[config.mk]
export PLATFORM = sky130hd
export DESIGN_NAME = c_drain
export DESIGN_NICKNAME = d
export VERILOG_FILES = /design/src/rtl/c_drain.sv
export SDC_FILE = /design/constraint.sdc
export NUM_CORES = 1
export LEC_CHECK = 0
export BUFFER_PORTS_ARGS = -buffer_cell sky130_fd_sc_hd__buf_2
export CAP_MARGIN = 30
export CELL_PAD_IN_SITES_DETAIL_PLACEMENT = 0
export CELL_PAD_IN_SITES_GLOBAL_PLACEMENT = 2
export CORE_ASPECT_RATIO = 2
export CORE_MARGIN = 3
export CORE_UTILIZATION = 38
export CTS_CLUSTER_SIZE = 10
export DETAILED_ROUTE_END_ITERATION = 8
export GPL_ROUTABILITY_DRIVEN = 0
export GPL_TIMING_DRIVEN = 0
export PLACE_DENSITY = 0.88
export SLEW_MARGIN = 20
export SYNTH_ARGS = -nofsm -noshare
export SYNTH_HDL_FRONTEND = slang
export SYNTH_SLANG_ARGS = --single-unit
[constraint.sdc]
create_clock -name clk -period 5.9 [get_ports clk]
set_clock_uncertainty 0.1 [all_clocks]
set_input_delay 0.295 -clock clk [delete_from_list [all_inputs] [get_ports clk]]
set_output_delay 0.295 -clock clk [all_outputs]
set_load 0.005 [all_outputs]
[src/rtl/c_drain.sv]
// c_drain: result-drain stage behind the TPU core. After a matmul it reads
// the packed C-buffer words (one per (row, column block)) and streams the
// M x N result one element per beat, row-major, over valid/ready.
//
// Ports:
//   clk, rst_n         clock, asynchronous active-low reset
//   start, M, N        one-cycle start pulse with result rows/columns
//   busy, done         drain in progress / one-cycle completion pulse
//   c_rd_en            C-buffer read strobe (only in the fetch cycle)
//   c_rd_index         C-buffer word address, nb*M + m
//   c_rd_data          C-buffer read data, 1-cycle latency, lane 0 in MSBs
//   out_valid/ready    element stream handshake
//   out_data, out_last element value, high on C[M-1][N-1]
module c_drain #(
    parameter int unsigned LANES  = 4,
    parameter int unsigned DATA_W = 32,
    parameter int unsigned IDX_W  = 16
) (
    input  logic                    clk,
    input  logic                    rst_n,
    input  logic                    start,
    input  logic [7:0]              M,
    input  logic [7:0]              N,
    output logic                    busy,
    output logic                    done,
    output logic                    c_rd_en,
    output logic [IDX_W-1:0]        c_rd_index,
    input  logic [LANES*DATA_W-1:0] c_rd_data,
    output logic                    out_valid,
    input  logic                    out_ready,
    output logic [DATA_W-1:0]       out_data,
    output logic                    out_last
);

    localparam int unsigned LANE_W = (LANES > 1) ? $clog2(LANES) : 1;
    localparam int unsigned WORD_W = LANES * DATA_W;

    typedef enum logic [1:0] {S_IDLE, S_FETCH, S_WAIT, S_EMIT} state_t;

    state_t              state_q, state_d;
    logic [7:0]          m_r_q, m_r_d;
    logic [7:0]          n_r_q, n_r_d;
    logic [7:0]          m_cnt_q, m_cnt_d;
    logic [5:0]          nb_cnt_q, nb_cnt_d;
    logic [LANE_W-1:0]   lane_q, lane_d;
    logic [WORD_W-1:0]   word_q, word_d;
    logic                busy_q, busy_d;
    logic                done_q, done_d;
    logic                rd_en_q, rd_en_d;
    logic [IDX_W-1:0]    rd_idx_q, rd_idx_d;
    logic                valid_q, valid_d;
    logic [DATA_W-1:0]   data_q, data_d;
    logic                last_q, last_d;

    logic [15:0]         col_base;
    logic [15:0]         col_cur;
    logic [15:0]         n_last;
    logic                row_last;
    logic [LANE_W-1:0]   lane_nxt;

    // Lane k of a word sits at the k-th DATA_W slice counted from the MSB.
    function automatic logic [DATA_W-1:0] lane_sel(input logic [WORD_W-1:0] w,
                                                   input logic [LANE_W-1:0] k);
        logic [WORD_W-1:0] sh;
        sh = w << (DATA_W * k);
        return sh[WORD_W-1 -: DATA_W];
    endfunction

    function automatic logic [IDX_W-1:0] word_index(input logic [15:0] nb,
                                                    input logic [7:0]  rows,
                                                    input logic [7:0]  m);
        logic [15:0] idx;
        idx = nb * 16'(rows) + 16'(m);
        return IDX_W'(idx);
    endfunction

    always_comb begin
        col_base = 16'(nb_cnt_q) * 16'(LANES);
        col_cur  = col_base + 16'(lane_q);
        n_last   = 16'(n_r_q) - 16'd1;
        row_last = (m_cnt_q == m_r_q - 8'd1);
        lane_nxt = lane_q + LANE_W'(1);

        state_d  = state_q;
        m_r_d    = m_r_q;
        n_r_d    = n_r_q;
        m_cnt_d  = m_cnt_q;
        nb_cnt_d = nb_cnt_q;
        lane_d   = lane_q;
        word_d   = word_q;
        busy_d   = busy_q;
        done_d   = 1'b0;
        rd_en_d  = 1'b0;
        rd_idx_d = rd_idx_q;
        valid_d  = valid_q;
        data_d   = data_q;
        last_d   = last_q;

        case (state_q)
            S_IDLE: begin
                if (start) begin
                    if (M != 8'd0 && N != 8'd0) begin
                        m_r_d    = M;
                        n_r_d    = N;
                        m_cnt_d  = '0;
                        nb_cnt_d = '0;
                        lane_d   = '0;
                        busy_d   = 1'b1;
                        rd_en_d  = 1'b1;
                        rd_idx_d = '0;
                        state_d  = S_FETCH;
                    end else begin
                        done_d = 1'b1;
                    end
                end
            end
            S_FETCH: begin
                state_d = S_WAIT;
            end
            S_WAIT: begin
                word_d  = c_rd_data;
                lane_d  = '0;
                valid_d = 1'b1;
                data_d  = lane_sel(c_rd_data, '0);
                last_d  = row_last && (col_base == n_last);
                state_d = S_EMIT;
            end
            S_EMIT: begin
                if (out_ready) begin
                    if (lane_q != LANE_W'(LANES - 1) && (col_cur + 16'd1) < 16'(n_r_q)) begin
                        lane_d = lane_nxt;
                        data_d = lane_sel(word_q, lane_nxt);
                        last_d = row_last && ((col_cur + 16'd1) == n_last);
                    end else begin
                        valid_d = 1'b0;
                        last_d  = 1'b0;
                        if ((col_base + 16'(LANES)) < 16'(n_r_q)) begin
                            nb_cnt_d = nb_cnt_q + 6'd1;
                            rd_en_d  = 1'b1;
                            rd_idx_d = word_index(16'(nb_cnt_q) + 16'd1, m_r_q, m_cnt_q);
                            state_d  = S_FETCH;
                        end else begin
                            nb_cnt_d = '0;
                            if (row_last) begin
                                busy_d  = 1'b0;
                                done_d  = 1'b1;
                                state_d = S_IDLE;
                            end else begin
                                m_cnt_d  = m_cnt_q + 8'd1;
                                rd_en_d  = 1'b1;
                                rd_idx_d = word_index(16'd0, m_r_q, m_cnt_q + 8'd1);
                                state_d  = S_FETCH;
                            end
                        end
                    end
                end
            end
            default: state_d = S_IDLE;
        endcase
    end

    always_ff @(posedge clk or negedge rst_n) begin
        if (!rst_n) begin
            state_q  <= S_IDLE;
            m_r_q    <= '0;
            n_r_q    <= '0;
            m_cnt_q  <= '0;
            nb_cnt_q <= '0;
            lane_q   <= '0;
            word_q   <= '0;
            busy_q   <= 1'b0;
            done_q   <= 1'b0;
            rd_en_q  <= 1'b0;
            rd_idx_q <= '0;
            valid_q  <= 1'b0;
            data_q   <= '0;
            last_q   <= 1'b0;
        end else begin
            state_q  <= state_d;
            m_r_q    <= m_r_d;
            n_r_q    <= n_r_d;
            m_cnt_q  <= m_cnt_d;
            nb_cnt_q <= nb_cnt_d;
            lane_q   <= lane_d;
            word_q   <= word_d;
            busy_q   <= busy_d;
            done_q   <= done_d;
            rd_en_q  <= rd_en_d;
            rd_idx_q <= rd_idx_d;
            valid_q  <= valid_d;
            data_q   <= data_d;
            last_q   <= last_d;
        end
    end

    assign busy       = busy_q;
    assign done       = done_q;
    assign c_rd_en    = rd_en_q;
    assign c_rd_index = rd_idx_q;
    assign out_valid  = valid_q;
    assign out_data   = data_q;
    assign out_last   = last_q;

endmodule

==> summary.md, run 1 <==
| Metric | Value |
|---|---|
| Hpwl dp | `31500 µm` |
| Core Rows | `96` |
| Top cell type's share of synthesized area | `40.4%` |
| Max-slew violations | `0` |
| Final Hold Slack | `0.119 ns` |
| Power Dens Cells | `525 nW/µm²` |
| Final setup viols | `0` |
| Wire length per cell | `20.9 µm` |
| Sequential share of power | `29.3%` |
| Place WS | `-0.583 ns` |
| Final Hold Fails | `0` |
| GRT met1 Usage | `20.6%` |
| Largest area contributor in the netlist | `dfrtp_1` |
| GR Layer Usage met2 | `44.0%` |
| Antenna Nets Post-Route | `0` |
| Worst VDD drop | `0.340 mV` |
| Post-Syn Instances | `1175` |
| Fill count | `3073` |
| Net count after synthesis | `1423` |
| Leak | `7.73 nW` |
| Clock Pin Slew Worst Setup and Hold Paths | `0.06 ns` |
| Post-layout min period | `5.65 ns` |
| Grt met3 use | `3.22%` |
| Drt drc | `0` |
| Netlist cell types | `75` |
| Io pins | `201` |
| Synthesized flop and latch total | `215` |
| Fmax | `177 MHz` |
| 1st-iter DRT viols | `317` |
| Pin count of the biggest net entering global routing | `95` |
| Setup repair bufs after CTS | `0` |
| PnR worst setup slack | `0.247 ns` |
| Critical Path RT | `6.21 ns` |
| First-pass GRT wire length | `65100 µm` |
| Internal Power | `5.29 mW` |
| Sequential area share after synthesis | `40.4%` |
| Global Route Usage Sum | `22.0%` |
| Tcrit/Tclk final | `95.8%` |
| CP Max Fanout | `9` |
| Die width | `138 µm` |
| Area Overhead vs Synth | `29.3%` |
| Clock Sinks | `215` |
| Die height | `271 µm` |
| Switching power | `3.75 mW` |
| First-pass DRT Iterations | `5` |
| Hold WC Path Type | `input pin to async pin` |
| Initial core utilization | `38.7%` |
| Crit Path Category | `flip-flop to flip-flop` |
| TritonCTS clock tree | `built` |
| I/O Buffers | `200` |
| Syn avg cell area | `11.3 µm²` |
| Slew margin rel. | `39.9%` |
| Vias in the first global route | `12.0k` |
| FF/Latch Area | `5380 µm²` |
| Worst-Skew Late Latency | `0.56 ns` |
| CTS HTree Levels | `1` |
| Synth Cell Area | `13300 µm²` |
| Combinational share of power | `54.5%` |
| Initial antenna violation count | `4` |
| Via/cell ratio | `5.34` |
| Area of the multi-input gates | `7390 µm²` |
| Switching Share | `41.5%` |
| Post-synth EDFFs | `0` |
| Ys async rst share | `100%` |
| Final WL | `41800 µm` |
| R2R depth | `17` |
| R2R Path End | `c_rd_index[15]$_DFFE_PN0P_` |
| Share of total power in the clock network | `16.1%` |
| Status | `finished clean` |
| Core ar. | `34500 µm²` |
| Critical Path Source Type | `flip-flop` |
| Crit path DAT | `5.97 ns` |
| Root Driver | `clkbuf_16` |
| Measured slew at the worst slew-check pin | `0.901 ns` |
| Warnings from Yosys | `0` |
| Nets | `1798` |
| Via Count | `10.7k` |
| Ys flop type | `dfrtp_1` |
| CTS max path bufs | `3` |
| Full die area | `37500 µm²` |
| GRT Residual Overflow | `0` |
| Cts bufs inserted | `26` |
| CP endpoint kind | `flip-flop` |
| RSZ-0062 raised after global routing | `no` |
| R2r setup slk | `0.25 ns` |
| Share of post-route cells with drive strength above 1 | `30.5%` |
| Reg-to-reg startpoint | `nb_cnt_q[4]$_DFFE_PN0P_` |
| Top cells by area, synth | `dfrtp_1 40%, mux2_2 12%, ha_1 5.9%` |
| Max-Cap Viols | `0` |
| Gr busiest metal | `met2` |
## Yosys cell counts, types with 6 or more instances
cell         n
ha_1        63
mux2i_1     37
or3_1        7
a31oi_1      6
and3_1      17
nor3_1      14
o21ai_0     16
inv_1       74
o2111ai_1    6
mux4_2      32
nor4_1       7
a211o_1      9
nor2_1      67
clkbuf_1    36
o211ai_1     6
a311oi_1     6
mux2_2     145
xnor2_1     27
o221ai_1     8
a21oi_1     49
buf_2       22
fa_1        37
and2_1      35
nand3_1     26
nand2_1     72
xor2_1      21
dfrtp_1    215
nand4_1     18
## timing repair
item | CTS | global route
pin swaps | 1 | 1
endpoints found under the hold margin | 391 | 0
endpoints found under the setup margin | 7 | 3
gates resized for setup | 10 | 7
cloned | 0 | 0
hold buffers | 146 | 0
## cells by family (layout without fill, tap and decap cells)
| logic type | Yosys count | in the layout | share of synthesized area [%] |
|---|---|---|---|
| multiplexers | 214 | 214 | 20.4 |
| adder cells (fa/ha/maj) | 100 | 100 | 11.5 |
| flip-flops | 215 | 215 | 40.4 |
| AO/OA/AOI/OAI | 154 | 154 | 8.10 |
| buffers and inverters | 146 | 525 | 4.63 |
| other | 0 | 4 | 0 |
| AND/OR/NAND/NOR | 295 | 295 | 11.4 |
| XOR/XNOR | 51 | 51 | 3.57 |
## through the flow
stage	setup TNS (ns)	std cells	utilization, %	instance area (µm²)	total power [mW]
finish	0	1999	50.0	17200	9.04
global route	0	1999	50.0	17200	9.72
CTS	0	1994	49.9	17200	9.10
detailed placement	-1.88	1818	43.4	14900	7.51
global placement	-1.44	1816	43.2	14900	7.34
floorplan	0	1175	-	13300	6.02
## worst max-delay path, stage by stage, from the launching register on
cell and delay, ns:
dfrtp_1 0.50, and3_4 0.27, and3_1 0.52, nand2_1 0.16, fa_1 0.53, fa_1 0.55
inv_1 0.06, fa_1 0.53, inv_1 0.06, fa_1 0.52, inv_1 0.04, ha_1 0.34
o21a_1 0.22, o2111ai_1 0.21, nor2_1 0.13, o31ai_2 0.29, xor2_2 0.33, o221ai_1 0.15
## final cells by class
| type | instances | area share, % |
|---|---|---|
| diodes | 4 | 0.0581 |
| plain buffers | 70 | 1.95 |
| clock buffers | 28 | 3.88 |
| clock inverters | 4 | 0.421 |
| inverters | 74 | 1.61 |
| multi-input cells | 814 | 42.9 |
| flip-flops and latches | 215 | 31.2 |
| well taps | 441 | 3.20 |
| repair buffers | 349 | 14.7 |
## state kept, by name, indices dropped and copies added, names as in the netlist, 2 cells and up
signal and count:
n_r_q 8, state_q 2, lane_q 2, out_data 32, nb_cnt_q 6, m_r_q 8
m_cnt_q 8, c_rd_index 16, word_q 128
## cell usage in the layout, fill, tap and decap left out, types with 6 or more instances in the layout
cell and count:
ha_1 62, buf_2 221, nand2_1 72, and3_1 17, dlygate4sd3_1 146, a311oi_1 6, and2_1 35, xor2_1 16
inv_1 71, or3_1 7, mux4_2 32, o2111ai_1 6, a31oi_1 6, clkbuf_1 34, o221ai_1 8, a211o_1 9
clkbuf_16 26, nor4_1 7, nand4_1 18, dfrtp_1 213, nor2_1 67, mux2i_1 37, o21ai_0 16, nor3_1 14
fa_1 37, a21oi_1 49, nand3_1 26, xor2_2 6, o211ai_1 6, mux2_2 145, xnor2_1 26
## power by group through the flow
stage                     logic [mW]  clock network, mW  registers, mW
after floorplan                 3.51                  0           2.51
after global placement          4.74                  0           2.60
after detailed placement        4.86                  0           2.66
after CTS                       4.96               1.50           2.64
after global routing            5.44               1.55           2.73
final                           4.93               1.46           2.65
## layer usage
layer / routed length [µm] / vias to the layer above
met5: 0 / -
met4: 2610 / 0
met3: 1580 / 109
met2: 23900 / 298
met1: 13700 / 5334
li1: - / 4932
## how the worst max path moves through the flow
stage | start | to | slack [ns]
detailed placement | nb_cnt_q[1]$_DFFE_PN0P_ | c_rd_index[15]$_DFFE_PN0P_ | -0.58
finish | nb_cnt_q[4]$_DFFE_PN0P_ | c_rd_index[15]$_DFFE_PN0P_ | 0.25
CTS | nb_cnt_q[0]$_DFFE_PN0P_ | c_rd_index[15]$_DFFE_PN0P_ | 0.004
floorplan | nb_cnt_q[1]$_DFFE_PN0P_ | c_rd_index[15]$_DFFE_PN0P_ | 0.80
global route | nb_cnt_q[4]$_DFFE_PN0P_ | c_rd_index[15]$_DFFE_PN0P_ | 0.05
global placement | nb_cnt_q[1]$_DFFE_PN0P_ | c_rd_index[15]$_DFFE_PN0P_ | -0.54
Note: power is estimated with default switching activity, not from simulation.
==> run 2: changes to the inputs <==
==> constraint.sdc (replaced) <==
create_clock -name clk -period 5.7 [get_ports clk]
set_clock_uncertainty 0.1 [all_clocks]
set_input_delay 0.285 -clock clk [delete_from_list [all_inputs] [get_ports clk]]
set_output_delay 0.285 -clock clk [all_outputs]
set_load 0.005 [all_outputs]
==> summary.md, run 2 (same netlist as run 1, synthesis figures left out) <==
| Metric | Value |
|---|---|
| TritonCTS clock tree | `built` |
| Vias in the first global route | `12.0k` |
| Slew margin rel. | `38.7%` |
| Worst-Skew Late Latency | `0.56 ns` |
| Most common cell after layout, fill and taps aside | `buf_2` |
| Max-Cap Viols | `0` |
| Cts bufs inserted | `26` |
| Wire length per cell | `20.9 µm` |
| Drt drc | `0` |
| Antenna Nets Post-Route | `0` |
| Via/cell ratio | `5.32` |
| FF/Latch Area | `5380 µm²` |
| Measured slew at the worst slew-check pin | `0.919 ns` |
| Pin count of the biggest net entering global routing | `95` |
| Final Hold Fails | `0` |
| Full die area | `37500 µm²` |
| Die height | `271 µm` |
| Die width | `138 µm` |
| Cell Count, Final, Fillers Out | `2003` |
| GRT Residual Overflow | `0` |
| Fill count | `3069` |
| Via Count | `10.7k` |
| Hpwl dp | `31500 µm` |
| Area of the multi-input gates | `7420 µm²` |
| Share of post-route cells with drive strength above 1 | `30.9%` |
| CTS HTree Levels | `1` |
| Clock Pin Slew Worst Setup and Hold Paths | `0.06 ns` |
| Placed cell count | `1818` |
| CP endpoint kind | `flip-flop` |
| Initial core utilization | `38.7%` |
| RSZ-0062 raised after global routing | `no` |
| Max reg flops | `128` |
| Io pins | `201` |
| I/O Buffers | `200` |
| First-pass GRT wire length | `65100 µm` |
| Place WS | `-0.783 ns` |
| PnR worst setup slack | `0.212 ns` |
| CP Max Fanout | `9` |
| Core ar. | `34500 µm²` |
| Initial antenna violation count | `4` |
| Final setup viols | `0` |
| 1st-iter DRT viols | `332` |
| Core Rows | `96` |
| Setup TNS Final | `0 ns` |
| Post-layout min period | `5.49 ns` |
| Power Dens Cells | `542 nW/µm²` |
| Max-slew violations | `0` |
| Root Driver | `clkbuf_16` |
| Crit path DAT | `5.80 ns` |
| Global Route Usage Sum | `22.0%` |
| Critical Path Source Type | `flip-flop` |
| Biggest register | `word_q` |
| Hold WC Path Type | `input pin to async pin` |
| Critical Path RT | `6.01 ns` |
| Leak | `7.74 nW` |
| CTS max path bufs | `3` |
| Nets | `1802` |
| First-pass DRT Iterations | `4` |
| Clock Sinks | `215` |
| Final Hold Slack | `0.109 ns` |
| Final WL | `41800 µm` |
| Status | `finished clean` |
| Fmax | `182 MHz` |
| Area Overhead vs Synth | `29.6%` |
| Most frequent cells in the layout | `221 x buf_2, 212 x dfrtp_1, 146 x dlygate4sd3_1` |
| Crit Path Category | `flip-flop to flip-flop` |
| Tcrit/Tclk final | `96.3%` |
| Worst VDD drop | `0.352 mV` |
==> run 2: cell count changes in the layout (fill, tap and decap cells not counted), sizes merged <==
cell / before / now
buf: 235 / 240
clkbuf: 66 / 65
==> run 2: final cells by class <==
| cell class | instances | share of cell area, % |
|---|---|---|
| Multi-Input combinational cell | 814 | 42.9 |
| Sequential cell | 215 | 31.2 |
| Timing Repair Buffer | 353 | 14.8 |
| Clock buffer | 28 | 3.87 |
| Tap cell | 441 | 3.19 |
| Buffer | 70 | 1.94 |
| Inverter | 74 | 1.61 |
| Clock inverter | 4 | 0.420 |
| Antenna cell | 4 | 0.0579 |
==> run 2: path summary, 6_finish.rpt <==
check | start | end | slack [ns] | depth (start not counted)
max | nb_cnt_q[3]$_DFFE_PN0P_ | c_rd_index[15]$_DFFE_PN0P_ | 0.21 | 19
min | rst_n | m_r_q[2]$_DFFE_PN0P_ | 0.11 | 2
max reg2reg | nb_cnt_q[3]$_DFFE_PN0P_ | c_rd_index[15]$_DFFE_PN0P_ | 0.21 | 19
min reg2reg | word_q[0]$_DFFE_PN0P_ | word_q[0]$_DFFE_PN0P_ | 0.40 | 1
max in group asynchronous | rst_n | word_q[1]$_DFFE_PN0P_ | 4.64 | 3
min in group clk | out_ready | out_valid$_DFFE_PN0P_ | 0.17 | 4
==> run 2: metrics by stage <==
step	cell area (µm²)	util, %	power, mW
floorplan	13300	-	6.23
detailed placement	14900	43.4	7.78
global placement	14900	43.2	7.60
finish	17300	50.1	9.37
CTS	17200	49.9	9.42
global route	17300	50.1	10.1
==> run 2: power breakdown <==
| group | switching (mW) | internal (mW) | total [mW] |
|---|---|---|---|
| Sequential | 0.480 | 2.26 | 2.75 |
| Clock | 0.638 | 0.872 | 1.51 |
| Combinational | 2.77 | 2.34 | 5.12 |
| Total | 3.89 | 5.48 | 9.37 |
==> run 2: critical path, cell delays in order, from the launching register on <==
cell	delay (ns)
dfrtp_1	0.37
buf_6	0.14
and3_4	0.20
and3_1	0.20
xnor2_2	0.24
inv_2	0.15
and2_1	0.20
fa_1	0.50
fa_1	0.52
fa_1	0.54
inv_1	0.05
fa_1	0.42
inv_1	0.06
ha_1	0.27
a21o_1	0.20
a21oi_1	0.28
nand2_1	0.11
o31ai_2	0.29
xor2_2	0.34
o221ai_1	0.15
==> run 2: per-layer routing <==
layer / GRT usage [%] / vias to the layer above / part of all wire (%)
met5: 0 / - / 0
met4: 12.5 / 0 / 6.2
met3: 3.22 / 105 / 4.0
met2: 44.0 / 303 / 57
met1: 20.6 / 5306 / 33
li1: - / 4939 / -
==> run 2: what timing repair did <==
item	in CTS	in global routing
resized for setup	16	7
hold buffers	146	0
endpoints found under the hold margin	391	0
pin swaps	1	5
endpoints found under the setup margin	8	3
setup buffers	0	4
==> run 3: changes to the inputs <==
--- a/config.mk
+++ b/config.mk
@@ -11,12 +11,12 @@
 export CELL_PAD_IN_SITES_GLOBAL_PLACEMENT = 2
 export CORE_ASPECT_RATIO = 2
 export CORE_MARGIN = 3
-export CORE_UTILIZATION = 38
+export CORE_UTILIZATION = 41
 export CTS_CLUSTER_SIZE = 10
 export DETAILED_ROUTE_END_ITERATION = 8
 export GPL_ROUTABILITY_DRIVEN = 0
 export GPL_TIMING_DRIVEN = 0
-export PLACE_DENSITY = 0.88
+export PLACE_DENSITY = 0.93
 export SLEW_MARGIN = 20
 export SYNTH_ARGS = -nofsm -noshare
 export SYNTH_HDL_FRONTEND = slang
==> constraint.sdc (replaced) <==
create_clock -name clk -period 7.11 [get_ports clk]
set_clock_uncertainty 0.1 [all_clocks]
set_input_delay 0.3555 -clock clk [delete_from_list [all_inputs] [get_ports clk]]
set_output_delay 0.3555 -clock clk [all_outputs]
set_load 0.005 [all_outputs]
==> summary.md, run 3 (same netlist as run 1, synthesis figures left out) <==
| Metric | Value |
|---|---|
| CP Max Fanout | `9` |
| Critical-path cell with the highest stage delay | `fa_1` |
| PnR worst setup slack | `0.645 ns` |
| Worst-Skew Late Latency | `0.56 ns` |
| Cts bufs inserted | `26` |
| Hpwl dp | `30800 µm` |
| Most frequent cells in the layout | `221 x buf_2, 215 x dfrtp_1, 145 x mux2_2, 145 x dlygate4sd3_1, 74 x inv_1` |
| GRT met1 Usage | `22.2%` |
| Combinational share of power | `54.5%` |
| Via/cell ratio | `5.44` |
| Switching power | `3.09 mW` |
| Sequential share of power | `29.4%` |
| Max-slew violations | `0` |
| Final Util | `53.9%` |
| Grt met3 use | `3.11%` |
| Tcrit/Tclk final | `90.9%` |
| Switching Share | `41.4%` |
| Crit path DAT | `6.78 ns` |
| Setup repair bufs after CTS | `0` |
| Nets | `1799` |
| First-pass DRT Iterations | `4` |
| Place WS | `0.597 ns` |
| Placed cell count | `1800` |
| Max reg flops | `128` |
| Die height | `261 µm` |
| Post-layout min period | `6.47 ns` |
| Status | `finished clean` |
| Crit Path Category | `flip-flop to flip-flop` |
| GR Layer Usage met2 | `46.2%` |
| Io pins | `201` |
| Global Route Usage Sum | `23.4%` |
| Area Overhead vs Synth | `28.5%` |
| Pin count of the biggest net entering global routing | `91` |
| Core ar. | `31800 µm²` |
| Final setup viols | `0` |
| Via Count | `10.8k` |
| Vias in the first global route | `11.9k` |
| Cell Count, Final, Fillers Out | `1981` |
| Leak | `7.73 nW` |
| Most common cell after layout, fill and taps aside | `buf_2` |
| Crit path cell chain | `ha_1 > clkbuf_1 > nand3_1 > xor2_1 > inv_1 > nand2_1 > fa_1 > fa_1 > inv_1 > fa_1 > inv_1 > fa_1 > inv_1 > ha_1 > o21a_1 > o2111ai_1 > nor2_1 > o31ai_1 > xor2_1 > o221ai_1` |
| Max-Cap Viols | `0` |
| Critical Path Source Type | `flip-flop` |
| Drt drc | `0` |
| Wire length per cell | `20.7 µm` |
| Worst VDD drop | `0.263 mV` |
| Initial antenna violation count | `3` |
| Critical path's top delay family | `adder cells` |
| Slew margin rel. | `37.9%` |
| Core Rows | `92` |
| Gr busiest metal | `met2` |
| Crit path largest cell delay | `0.55 ns` |
| Power Dens Cells | `435 nW/µm²` |
| Biggest register | `word_q` |
| Die width | `133 µm` |
| Clock Sinks | `215` |
| Root Driver | `clkbuf_16` |
| GRT Residual Overflow | `0` |
| Internal Power | `4.37 mW` |
| Final Hold Fails | `0` |
| Measured slew at the worst slew-check pin | `0.929 ns` |
| Setup TNS Final | `0 ns` |
| CTS HTree Levels | `1` |
| First-pass GRT wire length | `63300 µm` |
| Fmax | `155 MHz` |
| Share of post-route cells with drive strength above 1 | `29.5%` |
| Fill count | `2783` |
| Critical path buffer and inverter count | `5` |
| TritonCTS clock tree | `built` |
| Final WL | `40900 µm` |
| I/O Buffers | `200` |
| Final Hold Slack | `0.0828 ns` |
| Initial core utilization | `42.0%` |
| CTS resizes | `0` |
| Share of total power in the clock network | `16.1%` |
| RSZ-0062 raised after global routing | `no` |
| Hold WC Path Type | `input pin to flip-flop` |
| Critical Path RT | `7.42 ns` |
| 1st-iter DRT viols | `379` |
| Full die area | `34800 µm²` |
| Hold buffer count at CTS | `145` |
| Antenna Nets Post-Route | `0` |
| Clock Pin Slew Worst Setup and Hold Paths | `0.06 ns` |
| CP endpoint kind | `flip-flop` |
| CTS max path bufs | `3` |
run 3: cell count changes in the layout (fill, tap and decap cells not counted), moves of 3 or more:
cell / change
dfrtp_1: +3
dfrtp_2: -3
inv_2: -3
xor2_2: -4
clkbuf_1: +5
xor2_1: +5
buf_4: -4
inv_1: +3
run 3: cell type report:
type	count	area [µm²]	share of cell area, %
Clock buffer	29	662	3.87
Clock inverter	3	68.8	0.402
Multi-Input combinational cell	814	7330	42.8
Tap cell	423	529	3.09
Inverter	74	278	1.62
Timing Repair Buffer	348	2520	14.7
Sequential cell	215	5380	31.4
Antenna cell	3	7.51	0.0438
Buffer	72	339	1.98
run 3: routing by layer:
metal  share of wire, %  vias to the layer above
met5                  0                        -
met2                 56                      313
li1                   -                     4945
met4                6.7                        0
met1                 33                     5392
met3                4.0                      130
run 3: power groups by stage:
| stage | sequential [mW] | combinational, mW | clock (mW) |
|---|---|---|---|
| final | 2.19 | 4.06 | 1.20 |
| after global routing | 2.25 | 4.47 | 1.27 |
| after CTS | 2.18 | 4.09 | 1.22 |
| after detailed placement | 2.20 | 4.00 | 0 |
| after global placement | 2.16 | 3.92 | 0 |
| after floorplan | 2.08 | 2.91 | 0 |
run 3: per-stage QoR:
stage | cell area (µm²) | power (mW)
after floorplan | 13300 | 5.00
after global placement | 14900 | 6.08
after detailed placement | 14900 | 6.20
after CTS | 17100 | 7.49
after global routing | 17100 | 8.00
final | 17100 | 7.45
run 3: worst reg2reg max path: stages (launching register included):
cell	delay [ns]
dfrtp_1	0.51
ha_1	0.20
clkbuf_1	0.34
nand3_1	0.14
xor2_1	0.42
inv_1	0.32
nand2_1	0.16
fa_1	0.45
fa_1	0.55
inv_1	0.05
fa_1	0.53
inv_1	0.05
fa_1	0.52
inv_1	0.04
ha_1	0.33
o21a_1	0.22
o2111ai_1	0.24
nor2_1	0.13
o31ai_1	0.29
xor2_1	0.54
o221ai_1	0.18
run 3: path summary, 6_finish.rpt:
path	start	end	slack, ns	cells after the start
hold / removal	start	done$_DFF_PN0_	0.08	3
min in group asynchronous	rst_n	m_cnt_q[3]$_DFFE_PN0P_	0.20	2
max in group asynchronous	rst_n	word_q[66]$_DFFE_PN0P_	5.93	3
hold reg to reg	word_q[10]$_DFFE_PN0P_	word_q[10]$_DFFE_PN0P_	0.40	1
setup reg to reg	nb_cnt_q[1]$_DFFE_PN0P_	c_rd_index[15]$_DFFE_PN0P_	0.64	20
setup / recovery	nb_cnt_q[1]$_DFFE_PN0P_	c_rd_index[15]$_DFFE_PN0P_	0.64	20
